===== src/rtl/text_console_writer.sv =====
// text_console_writer
//   Terminal-style character writer feeding the character/video memory.
//   Bytes arrive over a valid/ready handshake. Printable codes (0x20-0x7E)
//   are written at the cursor. CR, LF, BS and FF are interpreted as control
//   codes, and every other code is dropped. Line wrap past the last cell
//   and LF on the last row blank row 0. FF blanks the whole screen.
//
//   Optional build macro: CURSOR_BLINK_EN. When it is defined, cursor_on
//   blinks every BLINK_FRAMES frame_tick pulses. When it is undefined,
//   cursor_on is tied to 1.
//
//   Ports:
//     clk         system / pixel clock
//     clr         synchronous active-high reset
//     char_in     incoming character code
//     char_valid  char_in valid
//     char_ready  byte can be accepted this cycle (combinational)
//     frame_tick  one-cycle pulse per video frame
//     wr_en       character memory write strobe (registered)
//     wr_addr     write address, row*COLS + col (registered, holds when idle)
//     wr_data     character code to write (registered, holds when idle)
//     cursor_col  cursor column, 0..COLS-1
//     cursor_row  cursor row, 0..ROWS-1
//     cursor_on   cursor visible this frame
module text_console_writer #(
  parameter int COLS         = 80,
  parameter int ROWS         = 30,
  parameter int ADDR_W       = 12,
  parameter int BLINK_FRAMES = 30
) (
  input  logic              clk,
  input  logic              clr,
  input  logic [7:0]        char_in,
  input  logic              char_valid,
  output logic              char_ready,
  input  logic              frame_tick,
  output logic              wr_en,
  output logic [ADDR_W-1:0] wr_addr,
  output logic [7:0]        wr_data,
  output logic [6:0]        cursor_col,
  output logic [4:0]        cursor_row,
  output logic              cursor_on
);

  localparam int CELLS = COLS * ROWS;
  // The clear pointer has one extra bit so that it can step one past the
  // last cell even when COLS*ROWS == 2**ADDR_W.
  localparam int PW = ADDR_W + 1;

  typedef enum logic [1:0] {IDLE, CLEAR_LINE, CLEAR_ALL} state_e;

  state_e            state_q;
  logic [6:0]        col_q;
  logic [4:0]        row_q;
  logic              wr_en_q;
  logic [ADDR_W-1:0] wr_addr_q;
  logic [7:0]        wr_data_q;
  logic [PW-1:0]     clr_ptr_q;   // next address to blank
  logic [PW-1:0]     clr_last_q;  // last address to blank
  logic [PW-1:0]     clr_rem_q;   // cycles left in the clear state

  logic              accept;
  logic              last_col;
  logic              last_row;
  logic [ADDR_W-1:0] cur_addr;

  assign char_ready = (state_q == IDLE) && !clr;
  assign accept     = char_valid && char_ready;
  assign last_col   = (col_q == 7'(COLS - 1));
  assign last_row   = (row_q == 5'(ROWS - 1));
  assign cur_addr   = ADDR_W'(row_q) * ADDR_W'(COLS) + ADDR_W'(col_q);

  // A clear state always lasts exactly its length in cycles; char_ready is
  // low for that long. LF and FF issue the first blank write on the accept
  // edge, so their clears start at pointer 1. A wrapping printable uses the
  // accept edge for its own write, so its clear starts at pointer 0.
  always_ff @(posedge clk) begin
    if (clr) begin
      state_q    <= IDLE;
      col_q      <= '0;
      row_q      <= '0;
      wr_en_q    <= 1'b0;
      wr_addr_q  <= '0;
      wr_data_q  <= '0;
      clr_ptr_q  <= '0;
      clr_last_q <= '0;
      clr_rem_q  <= '0;
    end else begin
      wr_en_q <= 1'b0;
      case (state_q)
        IDLE: begin
          if (accept) begin
            if (char_in >= 8'h20 && char_in <= 8'h7E) begin
              wr_en_q   <= 1'b1;
              wr_addr_q <= cur_addr;
              wr_data_q <= char_in;
              if (last_col) begin
                col_q <= '0;
                if (last_row) begin
                  row_q      <= '0;
                  state_q    <= CLEAR_LINE;
                  clr_ptr_q  <= '0;
                  clr_last_q <= PW'(COLS - 1);
                  clr_rem_q  <= PW'(COLS);
                end else begin
                  row_q <= row_q + 5'd1;
                end
              end else begin
                col_q <= col_q + 7'd1;
              end
            end else begin
              case (char_in)
                8'h0D: col_q <= '0;
                8'h0A: begin
                  if (last_row) begin
                    row_q      <= '0;
                    wr_en_q    <= 1'b1;
                    wr_addr_q  <= '0;
                    wr_data_q  <= 8'h20;
                    state_q    <= CLEAR_LINE;
                    clr_ptr_q  <= PW'(1);
                    clr_last_q <= PW'(COLS - 1);
                    clr_rem_q  <= PW'(COLS);
                  end else begin
                    row_q <= row_q + 5'd1;
                  end
                end
                8'h08: begin
                  if (col_q != 7'd0) begin
                    col_q     <= col_q - 7'd1;
                    wr_en_q   <= 1'b1;
                    wr_addr_q <= cur_addr - ADDR_W'(1);
                    wr_data_q <= 8'h20;
                  end
                end
                8'h0C: begin
                  col_q      <= '0;
                  row_q      <= '0;
                  wr_en_q    <= 1'b1;
                  wr_addr_q  <= '0;
                  wr_data_q  <= 8'h20;
                  state_q    <= CLEAR_ALL;
                  clr_ptr_q  <= PW'(1);
                  clr_last_q <= PW'(CELLS - 1);
                  clr_rem_q  <= PW'(CELLS);
                end
                default: ;
              endcase
            end
          end
        end
        CLEAR_LINE, CLEAR_ALL: begin
          if (clr_ptr_q <= clr_last_q) begin
            wr_en_q   <= 1'b1;
            wr_addr_q <= clr_ptr_q[ADDR_W-1:0];
            wr_data_q <= 8'h20;
            clr_ptr_q <= clr_ptr_q + PW'(1);
          end
          clr_rem_q <= clr_rem_q - PW'(1);
          if (clr_rem_q == PW'(1)) state_q <= IDLE;
        end
        default: state_q <= IDLE;
      endcase
    end
  end

  assign wr_en      = wr_en_q;
  assign wr_addr    = wr_addr_q;
  assign wr_data    = wr_data_q;
  assign cursor_col = col_q;
  assign cursor_row = row_q;

`ifdef CURSOR_BLINK_EN
  localparam int BW = (BLINK_FRAMES > 1) ? $clog2(BLINK_FRAMES) : 1;

  logic [BW-1:0] blink_cnt_q;
  logic          cursor_on_q;

  // Typing keeps the cursor solid; the blink phase restarts afterwards.
  always_ff @(posedge clk) begin
    if (clr) begin
      blink_cnt_q <= '0;
      cursor_on_q <= 1'b1;
    end else if (accept) begin
      blink_cnt_q <= '0;
      cursor_on_q <= 1'b1;
    end else if (frame_tick) begin
      if (blink_cnt_q == BW'(BLINK_FRAMES - 1)) begin
        blink_cnt_q <= '0;
        cursor_on_q <= ~cursor_on_q;
      end else begin
        blink_cnt_q <= blink_cnt_q + BW'(1);
      end
    end
  end

  assign cursor_on = cursor_on_q;
`else
  // frame_tick and BLINK_FRAMES have no function in this build.
  logic unused_blink;
  assign unused_blink = frame_tick | (BLINK_FRAMES < 0);
  assign cursor_on    = 1'b1;
`endif

endmodule

===== config.mk =====
export PLATFORM = sky130hd
export DESIGN_NAME = text_console_writer
export DESIGN_NICKNAME = d
export VERILOG_FILES = /design/src/rtl/text_console_writer.sv
export SDC_FILE = /design/constraint.sdc
export NUM_CORES = 1
export LEC_CHECK = 0
export BUFFER_PORTS_ARGS = -buffer_cell sky130_fd_sc_hd__buf_4
export CAP_MARGIN = 20
export CELL_PAD_IN_SITES_DETAIL_PLACEMENT = 1
export CELL_PAD_IN_SITES_GLOBAL_PLACEMENT = 1
export CORE_AREA = 4 4 118 92
export DETAILED_ROUTE_END_ITERATION = 12
export DIE_AREA = 0 0 122 96
export PLACE_DENSITY = 0.84
export SYNTH_ARGS = -nofsm -noshare
export SYNTH_HDL_FRONTEND = slang
export SYNTH_SLANG_ARGS = --single-unit
export TNS_END_PERCENT = 30

===== constraint.sdc =====
create_clock -name clk -period 8 [get_ports clk]
set_clock_uncertainty 0.2 [all_clocks]
set_input_delay 0.8 -clock clk [delete_from_list [all_inputs] [get_ports clk]]
set_output_delay 0.8 -clock clk [all_outputs]
set_load 0.005 [all_outputs]

======== After elaboration in Yosys (flattened, before gate mapping) ========
Index checks and enable logic that the tools add are counted.
word-level totals
  register bits after elaboration ......... 74
  output and inout bits ................... 35
  logic and storage cells ................. 112
operators by class
  reduce and logical (&&, ||, !) cells .... 17
  equal/unequal tests ..................... 21
  muxes and demuxes ....................... 54
  multiply operators ...................... 1
  $add $sub $neg .......................... 7
  order comparisons ....................... 3
operator list
  operator                 number
  $mux W13                 13
  $pmux W13 S2             5
  $mux W12                 5
  $mux W8                  5
  $pmux W12 S3             1
  $eq A8 B4 Y1 const B     4
  $pmux W12 S2             1
  $pmux W8 S3              1
  $mux W7                  3
  $pmux W8 S2              1
  $reduce_and A4 Y1        4
  $mux W5                  3
  $pmux W7 S2              1
  $add A13 B1 Y13 const B  1
  $eq A13 B1 Y1 const B    1
  $le A13 B13 Y1           1
  $sub A13 B1 Y13 const B  1
  $add A12 B7 Y12          1
  $ne A3 B3 Y1 const B     4
  $sub A12 B1 Y12 const B  1
  $mux W2                  5
  $pmux W5 S2              1
  $ge A8 B6 Y1 const B     1
  $le A8 B7 Y1 const B     1
  other kinds (25)         38

======== Logic depth before layout (Yosys ltp) ========
Gate-level depths: netlist of the first run.
  depth in word-level cells ............... 8
  mapped depth ............................ 11
  mapped depth without buffers ............ 10

======== Least setup slack after synthesis of the first run ========
OpenSTA, ideal clock, no wires.
  path type ............................... input-to-reg
  start point ............................. input port char_in[4]
  end point ............................... register clr_rem_q[3]
  required time ........................... 7.685 ns
  stages on the path ...................... 8
  path buffers ............................ 1
  arrival ................................. 2.719 ns
  path slack .............................. 4.966 ns
  library setup time ...................... 0.115 ns
  cell sequence ........................... or3b_2 and4bb_2 o21ai_2 a211o_1 buf_6 or4_1 xor2_1 nor2_2
on the way
  longest elaborated chain between the ends .. 5
  elaborated cells on any way between the ends .. 12
RTL lines
  item                                                 line     text
  start: declaration                                   33       input logic [7:0] char_in,
  $ge A8 B6 Y1, or another cell as far along           93       if (char_in >= 8'h20 && char_in <= 8'h7E) begin
  $logic_and A1 B1 Y1 or $pmux W13 S2 (tied branches)  93, 112
  $mux W13                                             93
  $mux W13                                             92       if (accept) begin
  $pmux W13 S2                                         90       case (state_q)
  end signal: assignment                               104      clr_rem_q <= PW'(COLS);
  end signal: assignment                               123      clr_rem_q <= PW'(COLS);
  end signal: assignment                               145      clr_rem_q <= PW'(CELLS);
  end: declaration                                     60       logic [PW-1:0] clr_rem_q;
Parallel ways exist; a longest one is shown, timed or not. The select of a mux whose other input is x is not followed.
A chain may end at the register's enable or synchronous reset.

======== Worst setup path in the final report of the first run ========
  start point ............................. register row_q[3] (netlist: cursor_row[3])
  end point ............................... register wr_addr_q[11] (netlist: wr_addr[11])
on the way
  longest elaborated chain between the ends .. 8
  elaborated cells on any way between the ends .. 11
RTL lines
  item                      line  text
  start: declaration        54    logic [4:0] row_q;
  start signal: assignment  106   row_q <= row_q + 5'd1;
  start signal: assignment  125   row_q <= row_q + 5'd1;
  $mul A5 B3 Y8             71    assign cur_addr = ADDR_W'(row_q) * ADDR_W'(COLS) + ADDR_W'(col_q);
  $add A12 B7 Y12           71
  $sub A12 B1 Y12           132   wr_addr_q <= cur_addr - ADDR_W'(1);
  $mux W12                  129   if (col_q != 7'd0) begin
  $pmux W12 S3              112   case (char_in)
  $mux W12                  93
  $mux W12                  92
  $pmux W12 S2              90
  end signal: assignment    95    wr_addr_q <= cur_addr;
  end signal: assignment    132
  end signal: assignment    155   wr_addr_q <= clr_ptr_q[ADDR_W-1:0];
  end: declaration          56    logic [ADDR_W-1:0] wr_addr_q;
Parallel ways exist; a longest one is shown, timed or not. The select of a mux whose other input is x is not followed.

==> impl_metrics.json, run 1 <==
{
  "fin_nets": 642,
  "wl_met3_um": 650,
  "hpwl_mm": 9.93,
  "yosys_warnings": 0,
  "mostFrequentLayoutCells": "74 x dfxtp_1, 58 x nor2_1, 50 x a21oi_1",
  "worst-path-buf-inv": 0,
  "fp.dieH_um": 96,
  "cp_cell_sequence": "ha_1, ha_1, fa_1, xor2_1, o2111ai_1, or2_2, a211oi_1, xnor2_1, a22oi_1, a211oi_1",
  "hold_buffers": 0,
  "synthCells": 562,
  "gr-usage-all-layers_pct": 25.1,
  "wl_met1_mm": 6.34,
  "layout_commonest_cell": "dfxtp_1",
  "clk_latency_ns": 0.34,
  "worstRegToRegCells": 10,
  "setup_viol": 0,
  "critical_path_arrival_ns": 3.49,
  "timing.rr.end": "wr_addr[11]$_SDFFE_PP0P_",
  "syn_nets": 608,
  "drt-pass1-iter-count": 5,
  "synth-seq-cells": 74,
  "final_max_slew_viol_count": 0,
  "holdCritStartpoint": "clr_last_q[5]$_SDFFE_PP0P_",
  "area_delta_synth_final_pct": 15.0,
  "cts_setup_buffers": 0,
  "period_needed_ns": 3.43,
  "cts_resized": 0,
  "path_max_fanout": 7,
  "path_class": "reg -> reg",
  "cts_tree": "done",
  "seq_area_frac_synth_pct": 32.3,
  "drcViolationCount": 0,
  "hold-worst-slack_ns": 0.240,
  "diodes": 0,
  "max_freq_mhz": 292,
  "place_congestion": 0.816,
  "ios": 47,
  "numCtsBuffers": 9,
  "rsz0062_at_grt": "no",
  "endpoint_kind": "register",
  "slowest_delay_ns": 0.50,
  "startpoint_type": "register",
  "synth_enable_flop_cells": 0,
  "grt_start_max_net_pins": 50,
  "core_mm2": 0.00958,
  "postRouteWirelength_mm": 14.0,
  "start_util_pct": 47.8,
  "gr-total-overflow": 0,
  "ir_worst_vdd_mv": 0.119,
  "wl_met2_mm": 6.80,
  "r2r-start": "cursor_row[3]$_SDFFE_PP0P_",
  "vias_per_cell": 6.06,
  "min_to": "clr_last_q[5]$_SDFFE_PP0P_",
  "dieArea_mm2": 0.0117,
  "hold_violations": 0,
  "fin_tns_setup_ns": 0,
  "maxCapViolations": 0,
  "status": "finished clean",
  "crit_family": "adder cells",
  "cp_slowest_cell": "dfxtp_1",
  "worst_slew_pin_slew_ns": 0.852,
  "route.vias.total": 4439,
  "numPortBuffers": 44,
  "antenna_found_initial": 0,
  "clock_sinks": 74,
  "drive_above_1_share_pct": 12.8,
  "power.density_mw_per_mm2": 155,
  "p_leak_nw": 2.10,
  "cts_buffer_depth": 2,
  "root_buffer": "clkbuf_16",
  "holdPathStages": 2,
  "synth.distinct_cells": 70,
  "ant_nets": 0,
  "routedWlPerCell_um": 19.0,
  "reg2reg_slack_ns": 4.57,
  "synth_area_mm2": 0.00458,
  "grt_pass1_wl_mm": 23.4,
  "synth_ff_type": "dfxtp_1",
  "grt_pass1_vias": 4601,
  "synth_async_sr_flop_share_pct": 0,
  "cp.required_ns": 8.06,
  "num_rows": 31,
  "period_share_pct": 42.8,
  "avgSynthCellArea_um2": 8.16,
  "maxSlewHeadroom_pct": 43.2,
  "die_width_um": 122,
  "drt_iter0_drc": 286,
  "highest_layer": "met4",
  "hold_class": "reg -> reg",
  "cts_max_level": 3,
  "cts.reportedPaths.clkPinSlew_ns": 0.06
}
worst max path at each step:
stage / startpoint / end / slack (ns) / depth (start not counted)
after CTS: cursor_row[3]$_SDFFE_PP0P_ / wr_addr[11]$_SDFFE_PP0P_ / 4.53 / 10
after floorplan: char_in[4] / clr_rem_q[3]$_SDFFE_PP0P_ / 4.97 / 8
after global placement: char_in[0] / wr_addr[5]$_SDFFE_PP0P_ / 4.58 / 8
after detailed placement: char_in[4] / clr_rem_q[5]$_SDFFE_PP0P_ / 4.45 / 8
final: cursor_row[3]$_SDFFE_PP0P_ / wr_addr[11]$_SDFFE_PP0P_ / 4.57 / 10
after global routing: cursor_row[3]$_SDFFE_PP0P_ / wr_addr[11]$_SDFFE_PP0P_ / 4.35 / 10
tightest hold or removal path, stage by stage, from the launching register on:
cell     delay [ns]
dfxtp_1        0.29
inv_1          0.06
nor2_1         0.04
sequential cells by signal, indices dropped and copies added, names as in the netlist:
signal / flops
clr_last_q: 13
clr_ptr_q: 13
clr_rem_q: 13
wr_addr: 12
wr_data: 8
cursor_col: 7
cursor_row: 5
state_q: 2
wr_en: 1
synth_stat cells (all sizes together), types with 2 or more instances:
cell | number | area share, %
or4b | 2 | 0.44
nor2b | 6 | 0.82
o211ai | 5 | 0.82
nor3 | 14 | 1.5
a21o | 7 | 1.1
a311oi | 3 | 0.57
nor2 | 59 | 4.9
o311ai | 2 | 0.38
ha | 32 | 8.7
o221ai | 2 | 0.38
o22ai | 6 | 0.82
or3b | 3 | 0.63
fa | 2 | 0.87
and4 | 2 | 0.38
nand3b | 2 | 0.33
xor2 | 17 | 3.2
and2 | 4 | 0.55
xnor2 | 9 | 1.7
a211oi | 18 | 3.1
inv | 33 | 2.7
a32oi | 5 | 0.96
nor3b | 2 | 0.44
or3 | 10 | 1.4
o21ai | 25 | 2.8
a21oi | 50 | 5.5
nand2b | 8 | 1.1
dfxtp | 74 | 32
a2111oi | 3 | 0.98
nor4b | 3 | 0.71
mux2i | 6 | 1.3
and3 | 9 | 1.2
buf | 6 | 0.85
o31ai | 3 | 0.49
nand2 | 38 | 3.1
or4 | 2 | 0.33
a31o | 2 | 0.38
nor4 | 4 | 0.68
nand4b | 2 | 0.38
o31a | 2 | 0.38
clkbuf | 20 | 1.6
nand3 | 15 | 1.6
a22oi | 11 | 1.8
nand4 | 17 | 2.3
o21a | 4 | 0.66
per-stage QoR:
| step | worst slack [ns] | cell area [um^2] | util [%] | std cells | total power, mW |
|---|---|---|---|---|---|
| CTS | 4.53 | 5270 | 55.0 | 732 | 0.821 |
| global route | 4.35 | 5270 | 55.0 | 733 | 0.848 |
| floorplan | 4.97 | 4580 | - | 562 | 0.431 |
| global placement | 4.58 | 5000 | 52.2 | 716 | 0.455 |
| finish | 4.57 | 5270 | 55.0 | 733 | 0.818 |
| detailed placement | 4.45 | 5000 | 52.2 | 716 | 0.458 |
power breakdown:
part | internal [mW] | total [mW] | switching [mW] | leakage [nW]
logic | 0.0285 | 0.0746 | 0.0461 | 1.37
clock network | 0.208 | 0.366 | 0.159 | 0.136
registers | 0.372 | 0.377 | 0.00493 | 0.597
area by class of cell:
type                       count  area [um^2]
timing repair buffer          49          365
sequential                    74         1480
clock buffer                  10          229
clock inverter                 6         33.8
multi-input combinational    429         2870
inverter                      33          124
tap                          132          165
fill                        1174         4310
cell families after synthesis:
kind of cell / Yosys count / synth area share [%]
other: 1 / 0.0818
XOR/XNOR: 27 / 5.49
buffers and inverters: 59 / 5.19
flip-flops: 74 / 32.3
adder cells (fa/ha/maj): 34 / 9.61
AND/OR/NAND/NOR: 204 / 23.3
multiplexers: 6 / 1.31
AO/OA/AOI/OAI: 157 / 22.7
per-layer routing:
metal | track usage, % | vias to the layer above
li1 | - | 2118
met1 | 32.2 | 2196
met2 | 43.6 | 111
met3 | 4.70 | 14
met4 | 6.81 | 0
met5 | 0 | -
No activity file was read; power rests on OpenSTA's default activity.
==> run 2, diff against run 1 <==
Settings changed: CORE_AREA 4 4 118 92 to 4 4 129 100, DIE_AREA 0 0 122 96 to 0 0 133 104, PLACE_DENSITY 0.84 to 0.75.
Clock period 8 ns to 3 ns, I/O delays scaled along.
==> impl_metrics.json, run 2 (same netlist as run 1, synthesis figures left out) <==
{
  "status": "finished clean",
  "slowest_delay_ns": 0.38,
  "placed_cell_area_mm2": 0.00527,
  "grt_pass1_vias": 4820,
  "path_class": "reg -> reg",
  "crit_start": "cursor_row[1]$_SDFFE_PP0P_",
  "fin_tns_setup_ns": 0,
  "mostFrequentLayoutCells": "79 x buf_4, 74 x dfxtp_1, 58 x nor2_1",
  "postRouteWirelength_mm": 14.6,
  "place_congestion": 0.858,
  "setup_viol": 0,
  "endpoint_kind": "register",
  "hold_class": "in -> reg",
  "period_share_pct": 96.4,
  "final_area_mm2": 0.00566,
  "cp_cell_sequence": "ha_1, ha_1, fa_2, xor2_2, o2111ai_2, or2_2, a211oi_2, xnor2_1, a22oi_1, a211oi_1",
  "root_buffer": "clkbuf_16",
  "route.vias.total": 4538,
  "clk_latency_ns": 0.34,
  "ant_nets": 0,
  "rsz0062_at_grt": "yes",
  "worst-path-buf-inv": 0,
  "antenna_found_initial": 0,
  "cts_buffer_depth": 2,
  "dieArea_mm2": 0.0138,
  "area_delta_synth_final_pct": 23.4,
  "start_util_pct": 39.8,
  "hold_buffers": 0,
  "crit_family": "adder cells",
  "drcViolationCount": 0,
  "period_needed_ns": 2.89,
  "hpwl_mm": 10.9,
  "hold_violations": 0,
  "cp.required_ns": 3.05,
  "cp_slowest_cell": "fa_2",
  "multi_input_area_mm2": 0.00291,
  "grt_pass1_wl_mm": 24.9,
  "fin_util_pct": 49.1,
  "p_leak_nw": 2.29,
  "cts_max_level": 3,
  "max_freq_mhz": 346,
  "fp.dieH_um": 104,
  "gr-total-overflow": 0,
  "cts_tree": "done",
  "drt_iter0_drc": 238,
  "path_max_fanout": 2,
  "grt_start_max_net_pins": 49,
  "maxCapViolations": 0,
  "maxSlewHeadroom_pct": 58.2,
  "drive_above_1_share_pct": 18.2,
  "gr-usage-all-layers_pct": 21.7,
  "ios": 47,
  "critical_path_arrival_ns": 2.94,
  "fill_cells": 1387,
  "vias_per_cell": 5.72,
  "worst_slew_pin_slew_ns": 0.622,
  "power.density_mw_per_mm2": 440,
  "core_mm2": 0.0115,
  "holdCritStartpoint": "char_in[4]",
  "numCtsBuffers": 9,
  "cpMostUsedCell": "ha_1",
  "seqCellArea_mm2": 0.00148,
  "fin_nets": 672,
  "die_width_um": 133,
  "layout_commonest_cell": "buf_4",
  "num_rows": 34,
  "routedWlPerCell_um": 18.4,
  "clock_sinks": 74,
  "startpoint_type": "register",
  "reg.largest.list": "clr_last_q (13), clr_ptr_q (13), clr_rem_q (13)",
  "numPortBuffers": 44,
  "final_max_slew_viol_count": 0,
  "r2r-start": "cursor_row[1]$_SDFFE_PP0P_",
  "cts.reportedPaths.clkPinSlew_ns": 0.06,
  "drt-pass1-iter-count": 4,
  "ir_worst_vdd_mv": 0.253,
  "diodes": 0
}
==> run 2: cell types whose count changed in the layout (fill, tap and decap cells not counted), sizes merged <==
cell	before	now
buf	49	79
clkinv	6	1
bufinv	0	3
inv	33	35
clkbuf	10	9
clkinvlp	0	1
==> run 2: cell type report <==
class,count,area share [%]
Tap cell,162,3.58
Timing Repair Buffer,79,10.5
Clock buffer,9,3.98
Multi-Input combinational cell,429,51.4
Clock inverter,7,2.19
Inverter,33,2.19
Sequential cell,74,26.2
==> run 2: path summary, 6_finish.rpt <==
| path | to | cells past startpoint | slack (ns) |
|---|---|---|---|
| worst min-delay path | wr_data[4]$_SDFFE_PP0P_ | 3 | 0.07 |
| worst min register to register | clr_last_q[12]$_SDFFE_PP0P_ | 2 | 0.24 |
| worst max-delay path | wr_addr[11]$_SDFFE_PP0P_ | 10 | 0.11 |
| worst max register to register | wr_addr[11]$_SDFFE_PP0P_ | 10 | 0.11 |
==> run 2: worst register-to-register path, stage by stage (launching register included) <==
cell       delay, ns
dfxtp_1         0.31
ha_1            0.33
ha_1            0.23
fa_2            0.38
xor2_2          0.19
o2111ai_2       0.16
or2_2           0.32
a211oi_2        0.21
xnor2_1         0.15
a22oi_1         0.08
a211oi_1        0.25
==> run 2: repair_timing <==
| item | CTS | global route |
|---|---|---|
| buffers inserted | 0 | 1 |
| setup endpoints to repair | 2 | 19 |
| gates resized for setup | 3 | 4 |
| gates cloned | 0 | 0 |
| pin swaps | 0 | 3 |
==> run 2: per-layer routing <==
| layer | wire [um] | part of all wire, % | up-vias | global-route usage, % |
|---|---|---|---|---|
| met2 | 6860 | 47 | 81 | 36.1 |
| met3 | 546 | 3.7 | 23 | 4.26 |
| li1 | - | - | 2181 | - |
| met4 | 237 | 1.6 | 0 | 6.08 |
| met5 | 0 | 0 | - | 0 |
| met1 | 6950 | 48 | 2253 | 28.6 |
==> run 2: power by group <==
part	internal (mW)	leakage, nW	switching [mW]
Sequential	0.993	0.597	0.0104
Combinational	0.0866	1.53	0.127
Clock	0.820	0.167	0.451
==> run 2: through the flow <==
| stage | hold WS (ns) | instances | worst slack [ns] | power (mW) |
|---|---|---|---|---|
| after floorplan | 0.220 | 562 | 0.0241 | 1.15 |
| after global placement | 0.230 | 776 | 0.0874 | 1.22 |
| after detailed placement | 0.240 | 776 | -0.0398 | 1.23 |
| after CTS | 0.0607 | 792 | 0.0362 | 2.51 |
| after global routing | 0.0675 | 793 | -0.0662 | 2.58 |
| final | 0.0687 | 793 | 0.109 | 2.49 |
==> run 3, diff against run 2 <==
Settings changed: CORE_AREA 4 4 129 100 to 4 4 116 90, CTS_BUF_LIST set to sky130_fd_sc_hd__clkbuf_4, DIE_AREA 0 0 133 104 to 0 0 120 94, PLACE_DENSITY 0.75 to 0.88.
Clock period 3 ns to 3.64 ns, I/O delays scaled along.
==> impl_metrics.json, run 3 (same netlist as run 1, synthesis figures left out) <==
{
  "seqCellArea_mm2": 0.00148,
  "fin_nets": 653,
  "area_delta_synth_final_pct": 13.7,
  "die_width_um": 120,
  "final_area_mm2": 0.00521,
  "p_clk_share_pct": 31.2,
  "period_needed_ns": 3.31,
  "p_total_mw": 1.45,
  "dieArea_mm2": 0.0113,
  "place_congestion": 0.809,
  "cts_buffer_depth": 2,
  "dp.cells": 724,
  "hold_violations": 0,
  "cp_cell_sequence": "ha_1, ha_1, fa_1, xor2_1, o2111ai_1, or2_2, a211oi_1, xnor2_1, a22oi_1, a211oi_1",
  "maxCapViolations": 0,
  "numPortBuffers": 44,
  "hpwl_mm": 10.3,
  "multi_input_area_mm2": 0.00287,
  "grt_pass1_vias": 4512,
  "ios": 47,
  "path_max_fanout": 7,
  "drive_above_1_share_pct": 13.7,
  "diodes": 0,
  "seqPwrFrac_pct": 57.1,
  "routedWlPerCell_um": 18.6,
  "core_mm2": 0.00943,
  "gr-usage-all-layers_pct": 25.4,
  "clock_sinks": 74,
  "setup_viol": 0,
  "cts_resized": 0,
  "pwr-share-comb_pct": 11.7,
  "status": "finished clean",
  "mostFrequentLayoutCells": "74 x dfxtp_1, 58 x nor2_1, 56 x buf_4",
  "fp.dieH_um": 94,
  "slowest_delay_ns": 0.49,
  "gr-total-overflow": 0,
  "clk_latency_ns": 0.46,
  "p_sw_share_pct": 29.2,
  "grt_start_max_net_pins": 50,
  "maxSlewHeadroom_pct": 58.7,
  "cp.required_ns": 3.82,
  "num_rows": 31,
  "root_buffer": "clkbuf_4",
  "critical_path_arrival_ns": 3.49,
  "fin_tns_setup_ns": 0,
  "start_util_pct": 48.6,
  "drt_iter0_drc": 319,
  "numCtsBuffers": 9,
  "fill_cells": 1172,
  "endpoint_kind": "register",
  "max_freq_mhz": 302,
  "hold_class": "in -> reg",
  "rsz0062_at_grt": "no",
  "worst_slew_pin_slew_ns": 0.619,
  "path_class": "reg -> reg",
  "vias_per_cell": 5.99,
  "reg.largest.list": "clr_last_q (13), clr_ptr_q (13), clr_rem_q (13)",
  "antenna_found_initial": 0,
  "pre_cts_ws_ns": 0.305,
  "startpoint_type": "register",
  "final_max_slew_viol_count": 0,
  "p_sw_mw": 0.423,
  "cp_slowest_cell": "dfxtp_1",
  "ir_worst_vdd_mv": 0.198,
  "route.vias.total": 4460,
  "power.internal_mw": 1.03,
  "setup_slack_ns": 0.329,
  "drt-pass1-iter-count": 5,
  "cts_tree": "done",
  "period_share_pct": 91.0,
  "ant_nets": 0,
  "drcViolationCount": 0,
  "p_leak_nw": 2.08,
  "postRouteWirelength_mm": 13.8,
  "layout_commonest_cell": "dfxtp_1",
  "grt_pass1_wl_mm": 22.7,
  "cts.reportedPaths.clkPinSlew_ns": 0.14,
  "cts_max_level": 3,
  "placed_cell_area_mm2": 0.00506,
  "stdcell_count": 744,
  "power.density_mw_per_mm2": 278
}
-- run 3: cell types whose count changed in the layout (fill, tap and decap cells not counted), sizes merged --
cell	change
buf	-23
dlygate4sd3	+4
inv	-2
clkbuf	+1
clkinvlp	+1
clkinv	+3
bufinv	-3
-- run 3: path summary, 6_finish.rpt --
path                                    from                    endpoint  slack [ns]  depth (start not counted)
setup / recovery  cursor_row[3]$_SDFFE_PP0P_    wr_addr[11]$_SDFFE_PP0P_        0.33                         10
hold / removal                    char_in[2]     wr_data[2]$_SDFFE_PP0P_        0.04                          3
setup reg to reg  cursor_row[3]$_SDFFE_PP0P_    wr_addr[11]$_SDFFE_PP0P_        0.33                         10
hold reg to reg   clr_last_q[7]$_SDFFE_PP0P_  clr_last_q[7]$_SDFFE_PP0P_        0.26                          2
-- run 3: worst max-delay path: cells and delay by family, from the launching register on --
| family | cells | cell delay, ns |
|---|---|---|
| XOR/XNOR | 2 | 0.47 |
| flip-flops | 1 | 0.49 |
| AND/OR/NAND/NOR | 1 | 0.33 |
| adder cells (fa/ha/maj) | 3 | 0.93 |
| AO/OA/AOI/OAI | 4 | 0.83 |
-- run 3: final cells by class --
type	count	share of cell area, %
flip-flops and latches	74	28.4
inverters	33	2.38
multi-input cells	429	55.1
clock buffers	10	1.44
clock inverters	6	0.648
well taps	132	3.17
repair buffers	60	8.84
-- run 3: power by group through the flow --
stage / Clock [mW] / Sequential (mW) / Combinational [mW]
after floorplan: 0 / 0.843 / 0.104
after global placement: 0 / 0.846 / 0.155
after detailed placement: 0 / 0.846 / 0.163
after CTS: 0.462 / 0.828 / 0.168
after global routing: 0.505 / 0.831 / 0.186
final: 0.452 / 0.829 / 0.170
-- run 3: timing repair --
action / in CTS / in global routing
hold endpoints to repair: 4 / 0
buffers inserted: 0 / 0
hold buffers: 4 / 0
-- run 3: routing by layer --
metal,track usage (%),wire length (um),up-vias,share of wire [%]
met5,0,0,-,0
met4,9.44,331,0,2.4
met3,5.36,557,23,4.0
met2,42.6,6570,113,48
met1,32.2,6350,2184,46
li1,-,-,2140,-
-- run 3: per-stage QoR --
stage / hold WS, ns / utilization (%)
6_report: 0.0357 / 55.3
5_1_grt: 0.0299 / 55.3
4_1_cts: 0.0172 / 55.3
3_5_place_dp: 0.243 / 53.7
3_3_place_gp: 0.228 / 53.7
2_1_floorplan: 0.220 / -
